$ cat src/rtl/denise_pkg.sv
// Shared Denise definitions: bitplane geometry, BPLxDAT register offsets and
// the small scroll/plane-count helpers used by the bitplane serialiser.
package denise_pkg;

  localparam int BPL_PLANES = 6;
  localparam int BPL_DW     = 16;

  typedef logic [15:0] bpl_word_t;

  localparam logic [2:0] BPL1DAT = 3'd0;
  localparam logic [2:0] BPL2DAT = 3'd1;
  localparam logic [2:0] BPL3DAT = 3'd2;
  localparam logic [2:0] BPL4DAT = 3'd3;
  localparam logic [2:0] BPL5DAT = 3'd4;
  localparam logic [2:0] BPL6DAT = 3'd5;

  // Scroll is in lores pixels; the counter runs in hires slots, and hires
  // only honours the low three scroll bits.
  function automatic logic [4:0] scroll_delay(input logic [3:0] scroll, input logic hires);
    return hires ? {1'b0, scroll[2:0], 1'b0} : {scroll, 1'b0};
  endfunction

  function automatic logic [2:0] bpu_limit(input logic [2:0] bpu, input logic hires);
    logic [2:0] lim;
    lim = hires ? 3'd4 : 3'd6;
    return (bpu > lim) ? lim : bpu;
  endfunction

endpackage

$ cat src/rtl/denise_bpl_lane.sv
// One bitplane lane: BPLxDAT holding register, pending word and the MSB-first
// shifter, driven by load/shift strobes from the group controller.
module denise_bpl_lane #(
  parameter int DW = 16
) (
  input  logic          clk,
  input  logic          rst_n,
  input  logic          wr,
  input  logic [DW-1:0] wr_data,
  input  logic          pend_load,
  input  logic          flush,
  input  logic          direct,
  input  logic          step,
  output logic          msb_next
);

  logic [DW-1:0] hold;
  logic [DW-1:0] pend;
  logic [DW-1:0] shift;
  logic [DW-1:0] new_word;
  logic [DW-1:0] shift_nx;

  // A write landing on the trigger clk must reach pend/shift in that same clk.
  always_comb begin
    new_word = wr ? wr_data : hold;
    if (direct) begin
      shift_nx = new_word;
    end else if (flush) begin
      shift_nx = pend;
    end else if (step) begin
      shift_nx = {shift[DW-2:0], 1'b0};
    end else begin
      shift_nx = shift;
    end
    msb_next = shift_nx[DW-1];
  end

  // Lane storage.
  always_ff @(posedge clk or negedge rst_n) begin
    if (!rst_n) begin
      hold  <= '0;
      pend  <= '0;
      shift <= '0;
    end else begin
      if (wr) begin
        hold <= wr_data;
      end
      if (pend_load) begin
        pend <= new_word;
      end
      shift <= shift_nx;
    end
  end

endmodule

$ cat src/rtl/denise_bpl_shifter.sv
// Denise bitplane serialiser: per-playfield scroll-delayed parallel load and
// lores/hires MSB-first shifting of up to six planes onto bpl_bus.
module denise_bpl_shifter
  import denise_pkg::*;
#(
  parameter int PLANES = BPL_PLANES,
  parameter int DW     = BPL_DW
) (
  input  logic              clk,
  input  logic              rst_n,
  input  logic              pix_ce,
  input  logic              hires,
  input  logic [2:0]        bpu,
  input  logic              wr_en,
  input  logic [2:0]        wr_idx,
  input  logic [DW-1:0]     wr_data,
  input  logic [3:0]        pf1_scroll,
  input  logic [3:0]        pf2_scroll,
  output logic [PLANES-1:0] bpl_bus
);

  logic              trig;
  logic [1:0][3:0]   scroll;
  logic [1:0][4:0]   dly;
  logic [1:0][4:0]   cnt;
  logic [1:0][4:0]   cnt_nx;
  logic [1:0]        armed;
  logic [1:0]        armed_nx;
  logic [1:0]        ph;
  logic [1:0]        ph_nx;
  logic [1:0]        pend_load;
  logic [1:0]        flush;
  logic [1:0]        direct;
  logic [1:0]        step;
  logic [2:0]        bpu_eff;
  logic [PLANES-1:0] mask;
  logic [PLANES-1:0] msb_next;

  // Group 0 is playfield 1 (odd planes), group 1 is playfield 2 (even planes).
  always_comb begin
    trig      = wr_en && (wr_idx == BPL1DAT);
    scroll    = {pf2_scroll, pf1_scroll};
    cnt_nx    = cnt;
    armed_nx  = armed;
    ph_nx     = ph;
    pend_load = 2'b00;
    flush     = 2'b00;
    direct    = 2'b00;
    step      = 2'b00;
    for (int g = 0; g < 2; g++) begin
      dly[g] = scroll_delay(scroll[g], hires);
      if (trig) begin
        if (pix_ce && (dly[g] == 5'd0)) begin
          direct[g]   = 1'b1;
          armed_nx[g] = 1'b0;
          ph_nx[g]    = 1'b0;
          cnt_nx[g]   = 5'd0;
        end else begin
          // A load still outstanding is flushed into the shifter right now.
          pend_load[g] = 1'b1;
          armed_nx[g]  = 1'b1;
          cnt_nx[g]    = pix_ce ? (dly[g] - 5'd1) : dly[g];
          if (armed[g]) begin
            flush[g] = 1'b1;
            ph_nx[g] = 1'b0;
          end else if (pix_ce) begin
            step[g]  = hires | ph[g];
            ph_nx[g] = ~ph[g];
          end else begin
            ph_nx[g] = ph[g];
          end
        end
      end else if (pix_ce) begin
        if (armed[g] && (cnt[g] == 5'd0)) begin
          flush[g]    = 1'b1;
          armed_nx[g] = 1'b0;
          ph_nx[g]    = 1'b0;
        end else begin
          if (armed[g]) begin
            cnt_nx[g] = cnt[g] - 5'd1;
          end else begin
            cnt_nx[g] = cnt[g];
          end
          step[g]  = hires | ph[g];
          ph_nx[g] = ~ph[g];
        end
      end else begin
        ph_nx[g] = ph[g];
      end
    end
  end

  // Group controller state.
  always_ff @(posedge clk or negedge rst_n) begin
    if (!rst_n) begin
      cnt   <= '0;
      armed <= 2'b00;
      ph    <= 2'b00;
    end else begin
      cnt   <= cnt_nx;
      armed <= armed_nx;
      ph    <= ph_nx;
    end
  end

  for (genvar i = 0; i < PLANES; i++) begin : g_lane
    denise_bpl_lane #(.DW(DW)) u_lane (
      .clk       (clk),
      .rst_n     (rst_n),
      .wr        (wr_en && (wr_idx == 3'(i))),
      .wr_data   (wr_data),
      .pend_load (pend_load[i % 2]),
      .flush     (flush[i % 2]),
      .direct    (direct[i % 2]),
      .step      (step[i % 2]),
      .msb_next  (msb_next[i])
    );
  end

  // OCS caps hires at four planes.
  always_comb begin
    bpu_eff = bpu_limit(bpu, hires);
    for (int i = 0; i < PLANES; i++) begin
      mask[i] = (3'(i) < bpu_eff);
    end
  end

  // Output register follows the post-update shifter MSBs on pixel slots only.
  always_ff @(posedge clk or negedge rst_n) begin
    if (!rst_n) begin
      bpl_bus <= '0;
    end else if (pix_ce) begin
      bpl_bus <= msb_next & mask;
    end else begin
      bpl_bus <= bpl_bus;
    end
  end

endmodule

$ cat config.mk
export PLATFORM = sky130hd
export DESIGN_NAME = denise_bpl_shifter
export DESIGN_NICKNAME = d
export VERILOG_FILES = /design/src/rtl/denise_pkg.sv /design/src/rtl/denise_bpl_lane.sv /design/src/rtl/denise_bpl_shifter.sv
export SDC_FILE = /design/constraint.sdc
export NUM_CORES = 1
export LEC_CHECK = 0
export CORE_MARGIN = 3
export CORE_UTILIZATION = 50
export DETAILED_ROUTE_END_ITERATION = 6
export PLACE_DENSITY = 0.77
export SYNTH_ARGS = -nofsm -noshare
export SYNTH_HDL_FRONTEND = slang
export SYNTH_SLANG_ARGS = --single-unit
export TNS_END_PERCENT = 20
$ cat constraint.sdc
create_clock -name clk -period 4.4 [get_ports clk]
set_input_delay 0.66 -clock clk [delete_from_list [all_inputs] [get_ports clk]]
set_output_delay 0.66 -clock clk [all_outputs]
set_load 0.1 [all_outputs]
Word-level counts from Yosys, hierarchy flattened --
Cells that the tools add are included. W data, S select, Z words.
Storage, ports and cells: register bits after elaboration 308, latch bits 0, memory bits (writable) 0, memory bits (read-only) 0, input bits 35, output and inout bits 6, logic and storage cells 172, memories kept 0
Cells by class: $add $sub $neg 4, multiply operators 0, divide/modulo/power cells 0, $lt $le $gt $ge 7, eq/ne operators 7, shift-type cells 0, multiplexer cells 88, bitwise logic cells 5, reduce and logical (&&, ||, !) cells 30
Operator list (number):
- $mux W16 | 24
- $mux W5 | 14
- $mux W1 | 48
- $logic_not A5 Y1 | 4
- $sub A5 B1 Y5 const B | 4
- $reduce_bool A3 Y1 | 4
- $logic_and A1 B1 Y1 | 10
- $reduce_bool A2 Y1 | 5
- $reduce_and A2 Y1 | 4
- $and A6 B6 Y6 | 1
- $eq A3 B2 Y1 const B | 2
- $eq A3 B3 Y1 const B | 2
- $lt A1 B3 Y1 const A | 2
- $lt A2 B3 Y1 const A | 2
- $lt A3 B3 Y1 const A | 2
- $reduce_and A3 Y1 | 2
- $ne A2 B1 Y1 const B | 2
- $eq A3 B1 Y1 const B | 1
- $gt A3 B3 Y1 | 1
- $logic_not A3 Y1 | 1
- $mux W3 | 1
- $mux W2 | 1
- $not A1 Y1 | 2
- $or A1 B1 Y1 | 2

Longest topological paths before layout --
depth in word-level cells 9, gate-level depth with buffers 9

Hierarchy --
Synthesis repeated with hierarchy kept, for this count alone.
Second synthesis, totals: cells, all modules 1306, area total of the unflattened synthesis 13965.9 um^2
Modules (own cells, without submodules):
- denise_bpl_lane | times used 6, cells an instance 189, area each 2084.5 um^2, sequential area each 1201.2 um^2
- denise_bpl_shifter | times used 1, cells an instance 172, area each 1458.9 um^2, sequential area each 500.5 um^2

Worst setup path before layout --
No wires, ideal clock.
path kind input to register, start input port wr_idx[0], end register g_lane[1].u_lane.pend[0], library setup time 0.125 ns, data arrival time 2.469 ns, required time 4.275 ns, slack 1.806 ns, cell stages on the path 6, path buffers 3, cell sequence or4b_1 -> buf_4 -> buf_2 -> nor2_1 -> buf_2 -> mux2_2
Between the ends: word-level cells in the longest chain between the ends 3, elaborated cells on any way between the ends 6, those cells by class eq/ne (1); mux (2); reduce/logical (3)
RTL lines:
- start, declared | line denise_bpl_shifter.sv:15 | input logic [2:0] wr_idx,
- $eq A3 B1 Y1 or $logic_not A3 Y1 (tied branches) | line denise_bpl_shifter.sv:110, denise_bpl_shifter.sv:41
- $logic_and A1 B1 Y1, on equally long branches | line denise_bpl_shifter.sv:110, denise_bpl_shifter.sv:41
- $mux W16 or $mux W1 (tied branches)
- end signal, assigned | line denise_bpl_lane.sv:49 | pend <= new_word;
- end, declared | line denise_bpl_lane.sv:18 | logic [DW-1:0] pend;
Several ways; a longest one is shown, not always the timed one. A chain may end at the register's enable or synchronous reset.

Final worst setup path --
start input port wr_idx[2], end register g_lane[3].u_lane.shift[12]
Between the ends: word-level cells in the longest chain between the ends 5, elaborated cells on any way between the ends 11, those cells by class eq/ne (1); mux (6); reduce/logical (4)
RTL lines:
- $logic_not A3 Y1 | line denise_bpl_shifter.sv:41 | trig = wr_en && (wr_idx == BPL1DAT);
- $logic_and A1 B1 Y1 | line denise_bpl_shifter.sv:41
- $mux W1 | line denise_bpl_shifter.sv:52 | if (trig) begin
- $mux W16 | line denise_bpl_lane.sv:28 | end else if (flush) begin
- $mux W16 | line denise_bpl_lane.sv:26 | if (direct) begin
- end signal, assigned | line denise_bpl_lane.sv:51 | shift <= shift_nx;
- end, declared | line denise_bpl_lane.sv:19 | logic [DW-1:0] shift;
Several ways; a longest one is shown, not always the timed one.

==> flow_metrics.tcl <==
set metrics [dict create \
    grt_pass1_vias 10500 \
    reg2reg_from "cnt[0]$_DFFE_PN0P_" \
    hold_viol 0 \
    fillers 2172 \
    ys_ff_latch 308 \
    synth_cells 1253 \
    crit_type "input port to register" \
    grtUsageTotal 0.223 \
    fin_area_sq_um 15900 \
    drv_slew 0 \
    yosys_warnings 0 \
    root_buffer "clkbuf_16" \
    die_x_um 173 \
    slew_headroom 0.338 \
    die_area_sq_um 29800 \
    min_period_ns 3.24 \
    max_freq_ghz 0.308 \
    core_area_sq_um 27100 \
    finalWorstSetupSlack_ns 1.16 \
    post-route-util 0.585 \
    crit_top_cell "buf_4" \
    ff2ff_path_depth 9 \
    syn_area_sq_um 13900 \
    overflow 0 \
    place.port_buffers 40 \
    synth_nets 1295 \
    antenna_found_initial 0 \
    drt-initial-drc-count 901 \
    vias 10200 \
    ys_seq_area_frac 0.556 \
    area_delta_synth_final_pct 14.3 \
    dp_hpwl_mm 20.2 \
    die_h_um 173 \
    p_leak_uw 0.00715 \
    grt_pass1_wl_mm 55.4 \
    antenna_left 0 \
    final_nets 1321 \
    r2r_slack_ns 1.16 \
    cts_max_level 1 \
    path_cells "clkdlybuf4s50_1 > nor4b_4 > buf_4 > o2111ai_1 > nand2_2 > buf_4 > a22oi_1 > a222oi_1" \
    synth_edf_count 0 \
    rr_endpoint "g_lane[2].u_lane.shift[1]$_DFFE_PN0P_" \
    synthFlopType "dfrtp_1" \
    cts_buffer_depth 3 \
    power_density_nw_per_um2 584 \
    layoutNonFillerInstCount 1674 \
    layout-drive-gt1-share 0.149 \
    place_ws_ns 0.641 \
    first_pass_iters 7 \
    gp_congestion 0.849 \
    dpl_cell_area_sq_um 14800 \
    ios 41 \
    crit_fanout 42 \
    rsz0062_at_grt "no" \
    ys_async_sr_fraction 1.00 \
    worstSetupStartpointType "input port" \
    vias_per_cell 6.07 \
    hold_buffers 0 \
    rows 60 \
    clk_pin_slew_ns 0.06 \
    status "finished, final reports clean" \
    period_share 0.737 \
    insertion_delay_ns 0.55 \
    skew_ns 0.0191 \
    cp.arrival_ns 3.65 \
    end_kind "register" \
    cts_made_buffers 31 \
    postCtsResizedCells 0 \
    clkSinkCount 308 \
    routed_wl_mm 33.6 \
    tns_ns 0 \
    cts_setup_buffers 0 \
    dp_cells 1618 \
    grt_max_degree 105 \
    setup_viol 0 \
    cts_tree "built" \
    diodes 0 \
    vdd_drop_max_v 0.000342 \
    slowest_stage "clkdlybuf4s50_1" \
    cap_violations 0 \
    slowest_delay_ns 0.60 \
    wire_per_inst_um 20.1 \
    worstMarginPinSlew_ns 0.987 \
    required_ns 4.81 \
    drc 0 \
    synth_cell_types 68 \
    syn_area_per_cell_sq_um 11.1 \
    hold_path.class "input port to asynchronous set/reset pin" \
    start_util 0.512 \
]
==> cells in the final DEF, fill, tap and decap left out, types with 7 or more instances in the layout <==
| master | count |
|---|---|
| buf_12 | 7 |
| a32oi_1 | 22 |
| o211ai_1 | 11 |
| a21oi_1 | 77 |
| nand2b_1 | 8 |
| mux2i_1 | 65 |
| nand3_1 | 28 |
| a21boi_1 | 18 |
| nand2_1 | 50 |
| ha_1 | 7 |
| clkdlybuf4s50_1 | 39 |
| o221a_2 | 8 |
| a222oi_1 | 30 |
| inv_1 | 104 |
| a221o_1 | 11 |
| nor2_1 | 110 |
| o21ai_0 | 33 |
| clkbuf_1 | 7 |
| o22ai_1 | 7 |
| clkbuf_16 | 31 |
| mux2_2 | 67 |
| a22o_1 | 11 |
| dfrtp_1 | 308 |
| a31oi_1 | 15 |
| nor3_1 | 9 |
| a22oi_1 | 66 |
| and3_1 | 9 |
| buf_4 | 34 |
| clkbuf_8 | 12 |
==> flip-flops by register name, indices dropped and copies added (netlist names) <==
name	cells
g_lane.u_lane.shift	96
armed	2
g_lane.u_lane.hold	96
g_lane.u_lane.pend	96
bpl_bus	6
ph	2
cnt	10
==> power breakdown <==
part / internal, uW / leakage (uW) / total, uW / switching (uW)
clock network: 1550 / 0.000499 / 2610 / 1060
registers: 3780 / 0.00370 / 4310 / 528
logic: 1050 / 0.00295 / 2350 / 1300
==> synthesized netlist by cell type, types with 15 or more instances <==
cell type  instances  area share
dfrtp_1          308        0.56
nor2_1           111       0.030
inv_1            104       0.028
a21oi_1           78       0.028
mux2_2            67       0.054
a22oi_1           66       0.036
mux2i_1           65       0.047
nand2_1           50       0.014
clkbuf_1          42       0.011
o21ai_0           33       0.012
buf_2             31       0.011
a222oi_1          30       0.022
nand3_1           28       0.010
a32oi_1           22       0.014
a21boi_1          18      0.0097
a31oi_1           15      0.0068
==> area by class of cell <==
type / instances / area [sq um] / area share
sequential: 308 / 7710 / 0.486
multi-input combinational: 752 / 5460 / 0.344
clock buffer: 50 / 967 / 0.0610
timing repair buffer: 81 / 801 / 0.0505
tap: 372 / 465 / 0.0294
inverter: 105 / 394 / 0.0249
clock inverter: 6 / 62.6 / 0.00395
==> worst max path at each step <==
stage	from	endpoint	slack, ns
6_report	wr_idx[2]	g_lane[3].u_lane.shift[12]$_DFFE_PN0P_	1.16
5_1_grt	cnt[0]$_DFFE_PN0P_	g_lane[2].u_lane.shift[1]$_DFFE_PN0P_	0.78
4_1_cts	cnt[0]$_DFFE_PN0P_	g_lane[2].u_lane.shift[1]$_DFFE_PN0P_	1.11
3_5_place_dp	wr_idx[2]	bpl_bus[2]$_DFFE_PN0P_	0.64
3_3_place_gp	wr_idx[2]	bpl_bus[2]$_DFFE_PN0P_	0.71
2_1_floorplan	wr_idx[0]	g_lane[1].u_lane.pend[0]$_DFFE_PN0P_	1.81
==> cells by family (layout without fill, tap and decap cells) <==
family,count (synthesis),count (layout),synth area share
flops,308,308,0.556
buf+inv,193,242,0.0587
xor+xnor,11,11,0.00695
mux,132,132,0.101
compound gates,354,354,0.187
fa+ha+maj,7,7,0.00631
simple gates,248,248,0.0841
==> per-layer routing <==
layer	vias up	track usage	wire length (um)
met3	75	0.0290	1870
met2	315	0.372	16000
li1	4586	-	-
met5	-	0	0
met4	0	0.0791	1180
met1	5189	0.302	14600
==> per-stage QoR <==
stage | hold slack [ns] | total power [uW]
after floorplan | 0.364 | 5950
after global placement | 0.453 | 6530
after detailed placement | 0.459 | 6660
after CTS | 0.216 | 9310
after global routing | 0.209 | 9800
final | 0.147 | 9270
==> critical path: cells and delay by family <==
family                 cells  cell delay, ns
AND/OR/NAND/NOR            2            0.56
buffers and inverters      3            1.35
AO/OA/AOI/OAI              3            1.05
Power figures use the tool's default switching activity.
